<file path="config.mk">
export PLATFORM = sky130hd
export DESIGN_NAME = requant
export DESIGN_NICKNAME = d
export VERILOG_FILES = /design/src/rtl/requant.sv
export SDC_FILE = /design/constraint.sdc
export NUM_CORES = 2
export LEC_CHECK = 0
export BUFFER_PORTS_ARGS = -buffer_cell sky130_fd_sc_hd__buf_2
export CAP_MARGIN = 15
export CORE_ASPECT_RATIO = 1.4
export CORE_MARGIN = 2
export CORE_UTILIZATION = 70
export CTS_CLUSTER_DIAMETER = 80
export DETAILED_ROUTE_END_ITERATION = 10
export GPL_TIMING_DRIVEN = 0
export PLACE_DENSITY = 0.88
export SETUP_SLACK_MARGIN = 0.15
export SYNTH_ARGS = -nofsm -noshare
export SYNTH_HDL_FRONTEND = slang
export SYNTH_SLANG_ARGS = --single-unit
</file>
<file path="constraint.sdc">
create_clock -name clk -period 22.5 [get_ports clk]
set_input_delay 4.5 -clock clk [delete_from_list [all_inputs] [get_ports clk]]
set_output_delay 4.5 -clock clk [all_outputs]
set_load 0.01 [all_outputs]
</file>
<file path="src/rtl/requant.sv">
// Requantizes a 32-bit matmul accumulator to a signed OUT_W-bit activation:
// bias add, Q31 multiply with rounding, rounding right shift, zero-point and clamp.
module requant #(
  parameter int OUT_W = 8
) (
  input  logic                    clk,
  input  logic                    reset,
  input  logic                    in_valid,
  output logic                    in_ready,
  input  logic signed [31:0]      in_acc,
  input  logic signed [31:0]      bias,
  input  logic signed [31:0]      mult,
  input  logic        [4:0]       shift,
  input  logic signed [OUT_W-1:0] out_zp,
  input  logic signed [OUT_W-1:0] act_min,
  input  logic signed [OUT_W-1:0] act_max,
  output logic                    out_valid,
  input  logic                    out_ready,
  output logic signed [OUT_W-1:0] out_data
);

  typedef enum logic [2:0] {sIDLE, sADD, sMUL, sRND, sCLAMP, sOUT} state_t;

  state_t r_state, w_next;

  logic signed [31:0]      r_acc, r_bias, r_mult, r_x, r_h;
  logic        [4:0]       r_shift;
  logic signed [OUT_W-1:0] r_zp, r_min, r_max, r_out;
  logic signed [63:0]      r_p;

  logic signed [32:0]      w_sum;
  logic signed [31:0]      w_x;
  logic signed [63:0]      w_p;
  logic signed [32:0]      w_h33;
  logic signed [31:0]      w_h;
  logic        [32:0]      w_inc;
  logic signed [32:0]      w_rsum, w_r;
  logic signed [33:0]      w_y, w_zp34, w_min34, w_max34, w_lo;
  logic signed [OUT_W-1:0] w_clamp;
  logic                    w_xfer;

  assign w_xfer    = (r_state == sIDLE) && in_valid && !reset;
  assign in_ready  = (r_state == sIDLE) && !reset;
  assign out_valid = (r_state == sOUT);
  assign out_data  = r_out;

  always_ff @(posedge clk or posedge reset) begin
    if (reset) r_state <= sIDLE;
    else       r_state <= w_next;
  end

  always_comb begin
    w_next = r_state;
    case (r_state)
      sIDLE:   if (w_xfer) w_next = sADD;
      sADD:    w_next = sMUL;
      sMUL:    w_next = sRND;
      sRND:    w_next = sCLAMP;
      sCLAMP:  w_next = sOUT;
      sOUT:    if (out_ready) w_next = sIDLE;
      default: w_next = sIDLE;
    endcase
  end

  // Saturating 33-bit bias add: overflow shows as disagreeing top two bits.
  assign w_sum = {r_acc[31], r_acc} + {r_bias[31], r_bias};
  always_comb begin
    if (w_sum[32] != w_sum[31]) w_x = w_sum[32] ? 32'sh80000000 : 32'sh7FFFFFFF;
    else                        w_x = w_sum[31:0];
  end

  assign w_p = $signed({{32{r_x[31]}}, r_x}) * $signed({{32{r_mult[31]}}, r_mult});

  // |p| <= 2^62, so the rounded Q31 result needs at most 33 bits.
  assign w_h33 = 33'((r_p + 64'sd1073741824) >>> 31);
  always_comb begin
    if (w_h33[32] != w_h33[31]) w_h = w_h33[32] ? 32'sh80000000 : 32'sh7FFFFFFF;
    else                        w_h = w_h33[31:0];
  end

  // Half-LSB rounding increment, zero when shift is zero.
  assign w_inc   = (33'd1 << r_shift) >> 1;
  assign w_rsum  = $signed({r_h[31], r_h}) + $signed(w_inc);
  assign w_r     = w_rsum >>> r_shift;
  assign w_zp34  = {{(34-OUT_W){r_zp[OUT_W-1]}}, r_zp};
  assign w_min34 = {{(34-OUT_W){r_min[OUT_W-1]}}, r_min};
  assign w_max34 = {{(34-OUT_W){r_max[OUT_W-1]}}, r_max};
  assign w_y     = $signed({w_r[32], w_r}) + w_zp34;

  // Max against act_min first, then min against act_max, so act_max wins on inversion.
  always_comb begin
    w_lo    = (w_y < w_min34) ? w_min34 : w_y;
    w_clamp = (w_lo > w_max34) ? r_max : OUT_W'(w_lo);
  end

  always_ff @(posedge clk or posedge reset) begin
    if (reset) begin
      r_acc   <= '0;
      r_bias  <= '0;
      r_mult  <= '0;
      r_shift <= '0;
      r_zp    <= '0;
      r_min   <= '0;
      r_max   <= '0;
      r_x     <= '0;
      r_p     <= '0;
      r_h     <= '0;
      r_out   <= '0;
    end else begin
      if (w_xfer) begin
        r_acc   <= in_acc;
        r_bias  <= bias;
        r_mult  <= mult;
        r_shift <= shift;
        r_zp    <= out_zp;
        r_min   <= act_min;
        r_max   <= act_max;
      end
      if (r_state == sADD)   r_x   <= w_x;
      if (r_state == sMUL)   r_p   <= w_p;
      if (r_state == sRND)   r_h   <= w_h;
      if (r_state == sCLAMP) r_out <= w_clamp;
    end
  end

endmodule

</file>
==> impl_metrics.toml <==
[sta]
min_period_over_period_pct = 63.6
max_clock_freq_mhz = 69.9
drv_slew = 0
max_slew.worst_pin.slew_ps = 1370
unrepaired_setup_endpoints_after_global_routing = "false"
fin_setup_tns_ps = 0
setup-violations-final = 0
relSlewSlack_pct = 8.68
clock-skew-final_ps = 105
hold_viol_final = 0
finalWorstPathRequiredPeriod_ps = 14310

[placed_design]
placed_cells = 7009
post-dp-hpwl_mm = 160
port_buffers = 138
last_weighted_congestion_value_of_the_routability_driven_placer = 1.13

[setup_path]
critPathMaxStageDelay_ps = 820
cp_max_fo = 10
setup.worst_path.end_class = "register"
critPathBufInv = 6
worstSetupStartpointType = "register"
worst_ep_required_time_ps = 23050
timing.critical_path.slowest_stage_cell = "sky130_fd_sc_hd__o21ai_0"
timing.critical_path.max_delay_family = "compound AO/OA/AOI/OAI gates"
arrival_ps = 14860
class_of_the_most_critical_setup_path = "reg -> reg"

[layout]
final.fill_count = 5421
fin_cells = 7097
postLayoutCoreUtil_pct = 74.9
fin_nets = 7631
area_growth_pct = 5.92
total_area_of_sequential_cells_sq_um = 5860
combined_area_of_the_multi_input_logic_cells_sq_um = 42600
layout-drive-gt1-share_pct = 7.32

[synth]
yosys.cell_types.count = 107
mapped_nets = 7449
synth.top_cells.by_area = "sky130_fd_sc_hd__fa_1 40%, sky130_fd_sc_hd__dfrtp_1 11%, sky130_fd_sc_hd__ha_1 8.0%"
ys_seq_area_share_pct = 10.8
synth.largest_area_cell = "sky130_fd_sc_hd__fa_1"
synthesis.area_sq_um = 54000
most_frequently_used_cell_type_in_the_post_synthesis_netlist = "sky130_fd_sc_hd__inv_1"
postSynthRegisterBits = 234
synth_flop_type = "sky130_fd_sc_hd__dfrtp_1"
synth_top_area_share_pct = 40.2
asyncSetResetFlopFracSynth_pct = 100
ys_warn_count = 0
synth.avg_cell_area_sq_um = 9.17
post_synth_most_frequent_cells = "1146 x sky130_fd_sc_hd__inv_1, 1084 x sky130_fd_sc_hd__fa_1, 966 x sky130_fd_sc_hd__nand2_1, 344 x sky130_fd_sc_hd__ha_1, 291 x sky130_fd_sc_hd__and2_1"
postSynthCellCount = 5892
synth_enable_flop_cells = 0

[routing]
detailroute.via_count = 45900
drt_drc_violations_left = 0
detailedRoute.firstIterationViolations = 3901
drt_wl_total_mm = 200
drt_first_pass_iters = 8
routed_antenna_nets = 0
viasPerCell = 6.46
detail_route.wl_per_cell_um = 28.1

[hold_path]
worstHoldPathType = "reg -> reg"

[floorplan]
starting_density_pct = 70.7
std_cell_rows = 120
fp.dieW_um = 239
design.die.area_sq_um = 79500
placeableCoreArea_sq_um = 76400
die_h_um = 333
top_level_ports = 139

[clocking]
hold_buffers = 0
cts_tree = "done"
post_cts.repair.setup_buffers = 0
cts-htree-levels = 1
post_cts_resized = 0
clk_path_buf_depth = 3
clock_latency_ps = 710
cts_root_buffer = "sky130_fd_sc_hd__clkbuf_16"
tritoncts.num_buffers = 30
cts_sinks = 234
clkSlewWorstSetupHoldPaths_ps = 60

[run]
cap_violations = 0

[run_status]
outcome = "finished clean"

[global_route]
grt_max_degree = 123
grt_first_pass_wirelength_mm = 297
grt_remaining_overflow = 0
globalRouteTotalUtil_pct = 51.9
grt_antenna_before_repair = 29
via_count_of_the_first_global_routing_pass = 49700
-- per-stage QoR --
stage	instance area [sq um]	hold WS, ps	worst slack [ps]
4_1_cts	57000	485	8820
3_3_place_gp	56000	462	8710
6_report	57200	480	8190
2_1_floorplan	54000	455	11580
3_5_place_dp	56000	471	8770
5_1_grt	57200	512	7580
-- cell families (layout without fill, tap and decap cells) --
kind of cell,after synthesis,after routing,synth area share (%)
adder cells (fa/ha/maj),1476,1476,49.0
multiplexers,209,209,4.49
buffers and inverters,1438,1640,10.3
XOR/XNOR,165,165,2.74
AO/OA/AOI/OAI,674,674,8.15
flip-flops,234,234,10.8
other,0,27,0
AND/OR/NAND/NOR,1696,1696,14.5
-- tightest hold or removal path, cell delays in order (launching register included) --
cell and delay [ps]:
sky130_fd_sc_hd__dfrtp_1 330, sky130_fd_sc_hd__nand2_1 50, sky130_fd_sc_hd__o21ai_0 60
-- flip-flops by register name, indices dropped and copies added, names as in the netlist, 8 cells and up --
| signal | flops |
|---|---|
| r_min | 8 |
| r_mult | 32 |
| r_bias | 32 |
| r_acc | 32 |
| r_max | 8 |
| r_h | 32 |
| r_x | 32 |
| r_zp | 8 |
| r_p | 34 |
| out_data | 8 |
-- final cells by class --
type                            instances  share of cell area [%]
Buffer                                289                    2.18
Clock buffer                           39                    1.49
Inverter                             1149                    7.55
Sequential cell                       234                    10.2
Multi-Input combinational cell       4220                    74.5
Clock inverter                         13                   0.225
Timing Repair Buffer                  150                    1.61
Antenna cell                           27                   0.118
Tap cell                              976                    2.13
-- path summary, 6_finish.rpt --
kind                             startpoint     endpoint  slack (ps)  cells after the start
worst max-delay path             r_shift[0]  out_data[3]        8190                     53
worst min-delay path            out_data[2]  out_data[2]         480                      2
worst max register to register   r_shift[0]  out_data[3]        8190                     53
worst min register to register  out_data[2]  out_data[2]         480                      2
max in group asynchronous             reset       r_x[2]       17270                      3
min in group asynchronous             reset      r_zp[6]        4010                      2
-- per-layer routing --
layer	vias up	wire (um)	GRT usage (%)
li1	18600	-	-
met1	22600	59000	52.5
met2	3345	90900	81.3
met3	1383	22800	17.2
met4	18	26800	53.9
met5	-	117	0
-- cells in the final DEF, fill, tap and decap left out, types with 148 or more instances in the layout --
master / n
sky130_fd_sc_hd__a21oi_1: 169
sky130_fd_sc_hd__and2_1: 291
sky130_fd_sc_hd__buf_2: 148
sky130_fd_sc_hd__clkbuf_1: 260
sky130_fd_sc_hd__dfrtp_1: 234
sky130_fd_sc_hd__fa_1: 1084
sky130_fd_sc_hd__ha_1: 344
sky130_fd_sc_hd__inv_1: 1145
sky130_fd_sc_hd__mux2_2: 150
sky130_fd_sc_hd__nand2_1: 966
sky130_fd_sc_hd__nor2_1: 151
sky130_fd_sc_hd__o21ai_0: 169
Power is left out: the tool's default activity adds up to more than one toggle a clock period on the data nets, which glitch-free logic cannot reach.
